[config.mk]
export PLATFORM = sky130hd
export DESIGN_NAME = multi_pulse_generator_flat
export DESIGN_NICKNAME = d
export VERILOG_FILES = /design/src/rtl/multi_pulse_generator_if.sv /design/src/rtl/multi_pulse_generator.sv /design/src/flat_wrapper.sv
export SDC_FILE = /design/constraint.sdc
export NUM_CORES = 1
export LEC_CHECK = 0
export ABC_AREA = 1
export ABC_CLOCK_PERIOD_IN_PS = 1900
export BUFFER_PORTS_ARGS = -buffer_cell sky130_fd_sc_hd__clkbuf_2
export CAP_MARGIN = 20
export CORE_ASPECT_RATIO = 0.9
export CORE_MARGIN = 2
export CORE_UTILIZATION = 35
export CTS_CLUSTER_DIAMETER = 50
export DETAILED_ROUTE_END_ITERATION = 6
export PLACE_DENSITY = 0.64
export SLEW_MARGIN = 10
export SYNTH_ARGS = -nofsm -noshare
export SYNTH_HDL_FRONTEND = slang
export SYNTH_SLANG_ARGS = --single-unit
[constraint.sdc]
create_clock -name clk -period 1.9 [get_ports clk]
set_input_delay 0.285 -clock clk [delete_from_list [all_inputs] [get_ports clk]]
set_output_delay 0.285 -clock clk [all_outputs]
set_load 0.02 [all_outputs]
[src/rtl/multi_pulse_generator_if.sv]
// Control and output bundle for the multi-channel pulse/PWM generator.
// Channel c occupies [c*N +: N] of period/width and [c*M +: M] of burst.
interface multi_pulse_generator_if #(
    parameter int unsigned C = 4,
    parameter int unsigned N = 8,
    parameter int unsigned M = 8
);
    logic [C-1:0]   ena;
    logic [C-1:0]   start;
    logic [C-1:0]   mode;
    logic           sync;
    logic [C*N-1:0] period;
    logic [C*N-1:0] width;
    logic [C*M-1:0] burst;
    logic [C-1:0]   out;
    logic [C-1:0]   busy;
    logic [C-1:0]   done;

    modport master (
        output ena, start, mode, sync, period, width, burst,
        input  out, busy, done
    );

    modport slave (
        input  ena, start, mode, sync, period, width, burst,
        output out, busy, done
    );
endinterface

[src/rtl/multi_pulse_generator.sv]
// C independent pulse/PWM channels, each continuous or triggered-burst, with a global
// sync strobe that restarts the period of every running channel.
module multi_pulse_generator #(
    parameter int unsigned C = 4,
    parameter int unsigned N = 8,
    parameter int unsigned M = 8
) (
    input logic                      clk,
    input logic                      rst,
    multi_pulse_generator_if.slave   bus
);

    typedef enum logic [0:0] {StIdle, StRun} state_e;

    logic [C-1:0] out_w;
    logic [C-1:0] busy_w;
    logic [C-1:0] done_w;

    for (genvar c = 0; c < C; c++) begin : g_ch
        state_e         state_q, state_d;
        logic [N-1:0]   cnt_q, cnt_d;
        logic [N-1:0]   p_q, p_d;
        logic [N-1:0]   w_q, w_d;
        logic [M-1:0]   rem_q, rem_d;
        logic           burst_q, burst_d;
        logic           done_q, done_d;
        logic [N-1:0]   period_c;
        logic [N-1:0]   width_c;
        logic [M-1:0]   burst_c;
        logic           wrap;

        assign period_c = bus.period[c*N +: N];
        assign width_c  = bus.width[c*N +: N];
        assign burst_c  = bus.burst[c*M +: M];
        // cnt never exceeds p_q-1, so the increment below cannot overflow.
        assign wrap     = (cnt_q == p_q - N'(1));

        always_comb begin
            state_d = state_q;
            cnt_d   = cnt_q;
            p_d     = p_q;
            w_d     = w_q;
            rem_d   = rem_q;
            burst_d = burst_q;
            done_d  = 1'b0;
            case (state_q)
                StIdle: begin
                    if (bus.mode[c]) begin
                        if (bus.start[c]) begin
                            if (period_c == '0 || burst_c == '0) begin
                                done_d = 1'b1;
                            end else begin
                                state_d = StRun;
                                cnt_d   = '0;
                                p_d     = period_c;
                                w_d     = width_c;
                                rem_d   = burst_c;
                                burst_d = 1'b1;
                            end
                        end
                    end else if (bus.ena[c] && period_c != '0) begin
                        state_d = StRun;
                        cnt_d   = '0;
                        p_d     = period_c;
                        w_d     = width_c;
                        burst_d = 1'b0;
                    end
                end
                StRun: begin
                    if (!burst_q && !bus.ena[c]) begin
                        state_d = StIdle;
                        cnt_d   = '0;
                    end else if (bus.sync || wrap) begin
                        // A sync on the same edge as the final wrap keeps the burst alive.
                        if (!bus.sync && burst_q && rem_q == M'(1)) begin
                            state_d = StIdle;
                            cnt_d   = '0;
                            done_d  = 1'b1;
                        end else begin
                            cnt_d = '0;
                            p_d   = period_c;
                            w_d   = width_c;
                            if (!bus.sync && burst_q) begin
                                rem_d = rem_q - M'(1);
                            end
                        end
                    end else begin
                        cnt_d = cnt_q + N'(1);
                    end
                end
                default: state_d = StIdle;
            endcase
        end

        always_ff @(posedge clk or negedge rst) begin
            if (!rst) begin
                state_q <= StIdle;
                cnt_q   <= '0;
                p_q     <= '0;
                w_q     <= '0;
                rem_q   <= '0;
                burst_q <= 1'b0;
                done_q  <= 1'b0;
            end else begin
                state_q <= state_d;
                cnt_q   <= cnt_d;
                p_q     <= p_d;
                w_q     <= w_d;
                rem_q   <= rem_d;
                burst_q <= burst_d;
                done_q  <= done_d;
            end
        end

        assign out_w[c]  = (state_q == StRun) && (cnt_q < w_q);
        assign busy_w[c] = (state_q == StRun);
        assign done_w[c] = done_q;
    end

    assign bus.out  = out_w;
    assign bus.busy = busy_w;
    assign bus.done = done_w;

endmodule

[src/flat_wrapper.sv]
// flat-port wrapper written by rule: the top's interface ports become plain ports
module multi_pulse_generator_flat 
#(
    parameter int unsigned C = 4,
    parameter int unsigned N = 8,
    parameter int unsigned M = 8
)
  (clk, rst, bus_ena, bus_start, bus_mode, bus_sync, bus_period, bus_width, bus_burst, bus_out, bus_busy, bus_done);
  multi_pulse_generator_if #(.C(C), .N(N), .M(M)) bus_i ();
  input logic clk;
  input logic rst;
  input wire logic [$bits(bus_i.ena)-1:0] bus_ena;
  input wire logic [$bits(bus_i.start)-1:0] bus_start;
  input wire logic [$bits(bus_i.mode)-1:0] bus_mode;
  input wire logic [$bits(bus_i.sync)-1:0] bus_sync;
  input wire logic [$bits(bus_i.period)-1:0] bus_period;
  input wire logic [$bits(bus_i.width)-1:0] bus_width;
  input wire logic [$bits(bus_i.burst)-1:0] bus_burst;
  output wire logic [$bits(bus_i.out)-1:0] bus_out;
  output wire logic [$bits(bus_i.busy)-1:0] bus_busy;
  output wire logic [$bits(bus_i.done)-1:0] bus_done;
  assign bus_i.ena = bus_ena;
  assign bus_i.start = bus_start;
  assign bus_i.mode = bus_mode;
  assign bus_i.sync = bus_sync;
  assign bus_i.period = bus_period;
  assign bus_i.width = bus_width;
  assign bus_i.burst = bus_burst;
  assign bus_out = bus_i.out;
  assign bus_busy = bus_i.busy;
  assign bus_done = bus_i.done;
  multi_pulse_generator #(.C(C), .N(N), .M(M)) u_core (.clk(clk), .rst(rst), .bus(bus_i));
endmodule
==> results of run 1 <==
==> synthesized netlist by cell type, types with 3 or more instances <==
cell	n
sky130_fd_sc_hd__ha_1	44
sky130_fd_sc_hd__nand4_1	42
sky130_fd_sc_hd__nor2_2	5
sky130_fd_sc_hd__a21oi_1	24
sky130_fd_sc_hd__o21bai_1	4
sky130_fd_sc_hd__o22ai_1	9
sky130_fd_sc_hd__clkbuf_1	7
sky130_fd_sc_hd__xnor2_1	18
sky130_fd_sc_hd__inv_2	3
sky130_fd_sc_hd__dfrtp_1	140
sky130_fd_sc_hd__nor3_1	7
sky130_fd_sc_hd__clkinv_1	3
sky130_fd_sc_hd__buf_2	11
sky130_fd_sc_hd__xor2_1	33
sky130_fd_sc_hd__nor2_1	135
sky130_fd_sc_hd__nand2_2	8
sky130_fd_sc_hd__inv_1	145
sky130_fd_sc_hd__buf_4	12
sky130_fd_sc_hd__o21ai_0	53
sky130_fd_sc_hd__buf_1	4
sky130_fd_sc_hd__buf_6	6
sky130_fd_sc_hd__nand2_1	421
sky130_fd_sc_hd__nand3_1	138
sky130_fd_sc_hd__o21ai_1	3
sky130_fd_sc_hd__a21o_1	5
sky130_fd_sc_hd__a31oi_1	6
sky130_fd_sc_hd__nand3_2	3
sky130_fd_sc_hd__o21a_1	4
sky130_fd_sc_hd__a211oi_1	4
==> worst reg2reg max path: cells and delay by family (launching register included) <==
kind | cells | cell delay, ns
adder cells (fa/ha/maj) | 1 | 0.20
buffers and inverters | 3 | 0.26
flip-flops | 1 | 0.40
AND/OR/NAND/NOR | 11 | 1.06
==> layout make-up <==
cell class	instances	area share (%)
well taps	348	3.449
flip-flops and latches	140	27.77
multi-input cells	993	46.94
clock buffers	17	3.370
inverters	151	4.490
clock inverters	15	1.338
repair buffers	219	12.65
==> where the power goes <==
| group | total [uW] | switching [uW] | internal [uW] | leakage [uW] |
|---|---|---|---|---|
| logic | 10700 | 6260 | 4480 | 0.00447 |
| registers | 5380 | 1230 | 4150 | 0.00177 |
| clock network | 3460 | 1580 | 1880 | 0.000291 |
==> placed cells by master (no fill, tap or decap), drive strengths merged, types with 18 or more instances in the layout <==
| cell | instances |
|---|---|
| a21oi | 26 |
| buf | 97 |
| clkbuf | 138 |
| dfrtp | 140 |
| ha | 44 |
| inv | 159 |
| nand2 | 432 |
| nand3 | 145 |
| nand4 | 42 |
| nor2 | 141 |
| o21ai | 58 |
| xnor2 | 18 |
| xor2 | 33 |
==> kinds of logic (layout without fill, tap and decap cells) <==
logic type / count (synthesis) / in the layout
simple gates: 770 / 775
buf+inv: 191 / 402
flops: 140 / 140
compound gates: 123 / 123
xor+xnor: 51 / 51
fa+ha+maj: 44 / 44
==> stage by stage <==
stage               util [%]  hold slack [ns]  instance area (um2)  instances
floorplan                  -         -0.01059                 9321       1319
global placement       40.60           0.2215                10610       1811
detailed placement     40.60           0.2186                10610       1811
CTS                    45.05          0.04528                11770       1862
global route           48.31          0.05156                12620       1883
finish                 48.31          0.06708                12620       1883
==> state kept, by name, summed over array words and instances (netlist names) <==
register,cells
u_core.g_ch.w_q,32
u_core.g_ch.cnt_q,32
u_core.g_ch.done_q,4
u_core.g_ch.rem_q,32
u_core.g_ch.p_q,32
u_core.g_ch.state_q,4
u_core.g_ch.burst_q,4
==> repair_timing <==
action / CTS / global route
endpoints found under the setup margin: 117 / 132
gates resized for setup: 95 / 192
buffers inserted: 11 / 19
hold buffers: 1 / 0
endpoints found under the hold margin: 34 / 0
pin swaps: 47 / 82
gates cloned: 7 / 2
==> worst paths after layout <==
path	from	to	slack, ns
worst min-delay path	bus_width[28]	u_core.g_ch[3].w_q[4]	0.07
worst min register to register	u_core.g_ch[1].w_q[2]	u_core.g_ch[1].w_q[2]	0.48
worst max register to register	u_core.g_ch[3].p_q[0]	u_core.g_ch[3].rem_q[7]	-0.14
max in group asynchronous	rst	u_core.g_ch[3].cnt_q[1]	0.93
min in group asynchronous	rst	u_core.g_ch[1].w_q[7]	0.32
worst max-delay path	u_core.g_ch[0].w_q[1]	bus_out[0]	-0.45
==> metal layers <==
layer | GRT usage, % | up-vias | share of wire [%]
li1 | - | 4666 | -
met1 | 25.34 | 4360 | 46
met2 | 28.56 | 267 | 47
met3 | 4.023 | 40 | 5.5
met4 | 5.447 | 0 | 1.9
met5 | 0 | - | 0
==> impl_summary.log, run 1 <==
INFO  metric floorplan.core_area = 26,140 um2
INFO  metric floorplan.initialDensity = 35.67%
INFO  metric seqCellArea = 3506 um2
INFO  metric setup_ws_post_layout = -0.4477 ns
INFO  metric violations = setup timing
INFO  metric grt_antenna_before_repair = 0
INFO  metric timing_worst_setup_path_type = reg -> out
INFO  metric route.detailed.wl_per_inst = 13.85 um
INFO  metric synth_simple_gate_area_share = 35.28%
INFO  metric end_kind = output pin
INFO  metric clock_tree_sinks = 140
INFO  metric yosysWarningCount = 0
INFO  metric number_of_global_route_vias_before_repair = 8,660
INFO  metric synthArstFlopShare = 100.0%
INFO  metric fmax = 0.4259 GHz
INFO  metric synth_enable_flop_cells = 0
INFO  metric clk_path_buf_depth = 2
INFO  metric drt-total-wl = 26,070 um
INFO  metric avgViaCountPerCell = 4.956
INFO  metric tightest_slew = 0.8916 ns
INFO  metric netlist_top_cells_area = sky130_fd_sc_hd__dfrtp_1, sky130_fd_sc_hd__nand2_1, sky130_fd_sc_hd__nand3_1, sky130_fd_sc_hd__ha_1, sky130_fd_sc_hd__inv_1
INFO  metric synth_area_in_compound_gates = 7.638%
INFO  metric gp_congestion = 0.8614
INFO  metric final_antenna_violating_net_count = 0
INFO  metric total_power_consumption_of_the_routed_design = 19,580 uW
INFO  metric synth_xor_area_share = 4.792%
INFO  metric die_h = 158.8 um
INFO  metric total_number_of_vias = 9,333
INFO  metric cts.clk_slew.worst_paths = 0.08 ns
INFO  metric post_synth_num_cell_types = 44
INFO  metric cts_made_buffers = 17
INFO  metric route.detailed.drc = 0
INFO  metric io_pins = 123
INFO  metric outcome = finished, violations left
INFO  metric final-max-slew-violation-count = 0
INFO  metric power_leakage = 0.006524 uW
INFO  metric floorplan.die_area = 27,960 um2
INFO  metric buffer_ports.inserted = 122
INFO  metric finish.net_count = 1,677
INFO  metric cts-root-buf = sky130_fd_sc_hd__clkbuf_16
INFO  metric power.ir.vdd_worst = 0.6902 mV
INFO  metric clock_insertion_delay_worst_skew = 0.44 ns
INFO  metric fin_worst_skew = 0.01522 ns
INFO  metric cell_class_contributing_the_biggest_share_of_worst_path_delay = compound AO/OA/AOI/OAI gates
INFO  metric cts_tree = built
INFO  metric cp_slowest_cell = sky130_fd_sc_hd__dfrtp_1
INFO  metric period_share = 123.6%
INFO  metric critPathMostFrequentCell = sky130_fd_sc_hd__a21oi_2
INFO  metric cp_num_buf_inv = 2
INFO  metric layout_min_cycle_time = 2.348 ns
INFO  metric relSlewSlack = 40.56%
INFO  metric unrepaired_setup_endpoints_after_global_routing = true
INFO  metric h_tree_depth_reported_by_cts = 4
INFO  metric post_synth_instance_area = 9321 um2
INFO  metric total_inserted_antenna_cells = 0
INFO  metric hold_depth = 3
INFO  metric combinational_family_with_the_most_area_after_synthesis = simple AND/OR/NAND/NOR gates
INFO  metric drt-initial-drc-count = 617
INFO  metric synthDominantAreaCellType = sky130_fd_sc_hd__dfrtp_1
INFO  metric multi_input_area = 5926 um2
INFO  metric filler_cell_count = 2,456
INFO  metric detail_route.first_pass.iterations = 5
INFO  metric finalHoldViolCount = 0
INFO  metric hpwlAfterDp = 17,880 um
INFO  metric layout-drive-gt1-share = 30.94%
INFO  metric powerDensity = 1551 nW/um2
INFO  metric synthesized_area_fraction_occupied_by_adder_cells = 5.906%
INFO  metric timing.critical_path.depth = 8
INFO  metric area_delta_synth_final = 35.44%
INFO  metric synth.area.mux_share = 0%
INFO  metric cpPeakStageDelay = 0.35 ns
INFO  metric critPathLaunchType = flop
INFO  metric synth_seq_area_share = 37.58%
INFO  metric setup_viol_count_final = 79
INFO  metric path_cells = inv_1 -> ha_1 -> a21oi_2 -> o21ai_1 -> a21o_1 -> a21oi_2 -> o21a_1 -> clkbuf_8
INFO  metric globalRouteTotalUtil = 18.31%
INFO  metric fp.dieW = 176.0 um
INFO  metric rows = 56
INFO  metric drv_cap = 0
INFO  metric min_path_type = in -> reg
INFO  metric synth_cells = 1,319
INFO  metric reg2reg_depth = 15
INFO  metric synth_top_flop_cell = sky130_fd_sc_hd__dfrtp_1
INFO  metric grt_max_degree = 51
INFO  metric syn_avg_cell_area = 7.067 um2
INFO  metric area_share_of_the_largest_cell_type_after_synthesis = 37.58%
INFO  metric grt_overflow_total = 0
INFO  metric required = 1.62 ns
INFO  metric finalSetupTns = -6.020 ns
INFO  metric place_ws = -0.2131 ns
INFO  metric first_pass_grt_wire_length = 41,810 um
INFO  metric ys_seq_elements = 140
INFO  metric worstPathMaxFanout = 2
INFO  metric timing.critical_path.arrival = 2.06 ns
INFO  metric synth_nets = 1,474
(Power assumes the default switching activity.)
==> run 2, diff against run 1 <==
--- a/config.mk
+++ b/config.mk
@@ -8,8 +8,6 @@
 export ABC_AREA = 1
 export ABC_CLOCK_PERIOD_IN_PS = 1900
 export BUFFER_PORTS_ARGS = -buffer_cell sky130_fd_sc_hd__clkbuf_2
-export CAP_MARGIN = 20
-export CORE_ASPECT_RATIO = 0.9
 export CORE_MARGIN = 2
 export CORE_UTILIZATION = 35
 export CTS_CLUSTER_DIAMETER = 50
==> run 2 against run 1 <==
Against the previous run:
- global-route usage down 1.1 points
- the run ends with DRC, setup timing left
- cell count shrank 0.27%
- non-clock buffer count increased by 9
- worst setup slack better by 0.051 ns
- clock skew rose by 0.0018 ns
- worst hold slack improved by 0.017 ns
- combinational power is essentially flat
- die area hardly changed
- utilization rose by 0.13 points
- register-to-register slack barely moved
==> impl_summary.log, run 2 (synthesized netlist as in run 1, its figures left out) <==
INFO  metric cts_made_buffers = 17 (unchanged)
INFO  metric fp.dieW = 167.2 um (-5.0%)
INFO  metric rows = 59 (+5.4%)
INFO  metric drv_cap = 0 (unchanged)
INFO  metric cts-root-buf = sky130_fd_sc_hd__clkbuf_16
INFO  metric total_inserted_antenna_cells = 0 (unchanged)
INFO  metric floorplan.initialDensity = 35.67% (about the same)
INFO  metric outcome = finished, violations left
INFO  metric finalHoldViolCount = 0 (unchanged)
INFO  metric min_path_type = in -> reg
INFO  metric end_kind = output pin
INFO  metric seqCellArea = 3505 um2 (about the same)
INFO  metric setup_viol_count_final = 47 (-41%)
INFO  metric timing.critical_path.arrival = 2.01 ns (-0.05 ns)
INFO  metric clock_insertion_delay_worst_skew = 0.42 ns (-0.02 ns)
INFO  metric final.hold.worst_slack = 0.08440 ns (+0.01732 ns)
INFO  metric tightest_slew = 0.7022 ns (-0.1894 ns)
INFO  metric place_ws = -0.09987 ns (+0.1132 ns)
INFO  metric fin_util = 48.44% (+0.13 points)
INFO  metric worstPathMaxFanout = 2 (unchanged)
INFO  metric hpwlAfterDp = 18,020 um (+0.80%)
INFO  metric timing_worst_setup_path_type = reg -> out
INFO  metric buffer_ports.inserted = 122 (unchanged)
INFO  metric layout_min_cycle_time = 2.296 ns (-0.05129 ns)
INFO  metric final-max-slew-violation-count = 0 (unchanged)
INFO  metric floorplan.die_area = 27,950 um2 (about the same)
INFO  metric power.ir.vdd_worst = 0.7023 mV (+1.8%)
INFO  metric grt_max_degree = 52 (+2.0%)
INFO  metric gp_congestion = 0.8691 (+0.89%)
INFO  metric multi_input_area = 5853 um2 (-1.2%)
INFO  metric cts_tree = built
INFO  metric power_leakage = 0.006569 uW (+0.69%)
INFO  metric clock_tree_sinks = 140 (unchanged)
INFO  metric placed_cells = 1,810 (-0.055%)
INFO  metric fmax = 0.4355 GHz (+2.2%)
INFO  metric total_number_of_vias = 9,279 (-0.58%)
INFO  metric commonest_cells_after_routing_fill_and_taps_aside = sky130_fd_sc_hd__nand2_1, sky130_fd_sc_hd__dfrtp_1, sky130_fd_sc_hd__inv_1
INFO  metric layoutNonFillerInstCount = 1,878 (-0.27%)
INFO  metric route.detailed.drc = 9 (+9)
INFO  metric h_tree_depth_reported_by_cts = 4 (unchanged)
INFO  metric setup_ws_post_layout = -0.3964 ns (+0.05129 ns)
INFO  metric globalRouteTotalUtil = 17.20% (-1.1 points)
INFO  metric die_h = 167.2 um (+5.3%)
INFO  metric cts.clk_slew.worst_paths = 0.07 ns (about the same)
INFO  metric route.detailed.wl_per_inst = 13.57 um (-2.0%)
INFO  metric area_delta_synth_final = 35.80%
INFO  metric period_share = 120.9% (-2.7 points)
INFO  metric critPathLaunchType = flop
INFO  metric finish.net_count = 1,685 (+0.48%)
INFO  metric powerDensity = 1531 nW/um2 (-1.3%)
INFO  metric final_antenna_violating_net_count = 0 (unchanged)
INFO  metric detail_route.first_pass.iterations = 7 (+2)
INFO  metric io_pins = 123 (unchanged)
INFO  metric drt-initial-drc-count = 614 (-0.49%)
INFO  metric fin_worst_skew = 0.01702 ns (+0.001802 ns)
INFO  metric first_pass_grt_wire_length = 40,050 um (-4.2%)
INFO  metric required = 1.62 ns (about the same)
INFO  metric clk_path_buf_depth = 2 (unchanged)
INFO  metric filler_cell_count = 2,522 (+2.7%)
INFO  metric layout-drive-gt1-share = 30.40% (-0.55 points)
INFO  metric total_power_consumption_of_the_routed_design = 19,380 uW (-0.99%)
INFO  metric number_of_global_route_vias_before_repair = 8,545 (-1.3%)
INFO  metric layout_commonest_cell = sky130_fd_sc_hd__nand2_1
INFO  metric drt-total-wl = 25,490 um (-2.3%)
INFO  metric avgViaCountPerCell = 4.941 (-0.31%)
INFO  metric floorplan.core_area = 26,130 um2 (about the same)
INFO  metric grt_overflow_total = 0 (unchanged)
INFO  metric grt_antenna_before_repair = 0 (unchanged)
INFO  metric relSlewSlack = 53.08% (+13 points)
INFO  metric violations = DRC, setup timing
INFO  metric unrepaired_setup_endpoints_after_global_routing = true
[run 2: changes by cell type in the layout (fill, tap and decap cells not counted), sizes merged]
cell | previous run | this run
nand3 | 145 | 144
clkinv | 5 | 7
bufinv | 1 | 2
clkbuf | 138 | 146
clkinvlp | 1 | 3
inv | 159 | 151
buf | 97 | 101
[run 2: worst paths after layout]
check                      depth (start not counted)  slack [ns]               startpoint                      end
min                                                3        0.08            bus_width[31]    u_core.g_ch[3].w_q[7]
max reg2reg                                       14       -0.13    u_core.g_ch[0].p_q[0]    u_core.g_ch[0].p_q[0]
max in group asynchronous                          3        0.87                      rst  u_core.g_ch[3].rem_q[2]
max                                                7       -0.40  u_core.g_ch[0].cnt_q[1]               bus_out[0]
min in group asynchronous                          2        0.39                      rst    u_core.g_ch[1].w_q[5]
min reg2reg                                        2        0.48    u_core.g_ch[1].w_q[1]    u_core.g_ch[1].w_q[1]
[run 2: cell type report]
class / count / share of cell area (%)
tap: 335 / 3.311
timing repair buffer: 228 / 13.73
multi-input combinational: 992 / 46.24
clock buffer: 20 / 3.450
inverter: 151 / 4.478
sequential: 140 / 27.69
clock inverter: 12 / 1.107
[run 2: worst max-delay path, stage by stage (launching register included)]
cell	delay [ns]
sky130_fd_sc_hd__dfrtp_1	0.38
sky130_fd_sc_hd__ha_1	0.31
sky130_fd_sc_hd__a21oi_2	0.22
sky130_fd_sc_hd__o21ai_1	0.08
sky130_fd_sc_hd__a21o_1	0.17
sky130_fd_sc_hd__a21oi_2	0.12
sky130_fd_sc_hd__o21a_1	0.16
sky130_fd_sc_hd__clkbuf_8	0.16
[run 2: routing by layer]
metal	wire length, um	global-route usage [%]	vias to the layer above
li1	-	-	4684
met1	11680	22.98	4356
met2	12340	28.97	213
met3	1127	3.238	26
met4	336	3.932	0
met5	0	0	-
[run 2: timing repair]
item	in CTS	in global routing
buffers inserted	5	23
endpoints found under the setup margin	105	133
hold buffers	1	0
hold endpoints to repair	47	0
pin swaps	19	106
gates cloned	1	8
gates resized for setup	53	215
[run 2: where the power goes]
group          total, uW  internal (uW)  switching [uW]  leakage [uW]
registers           5370           4150            1210       0.00177
logic              10700           4530            6160       0.00453
clock network       3320           1950            1370      0.000272
[run 2: metrics by stage]
step | TNS, ns | instance area (um2)
floorplan | 0 | 9321
global placement | -1.787 | 10700
detailed placement | -4.873 | 10700
CTS | -1.561 | 11510
global route | -16.66 | 12660
finish | -3.919 | 12660
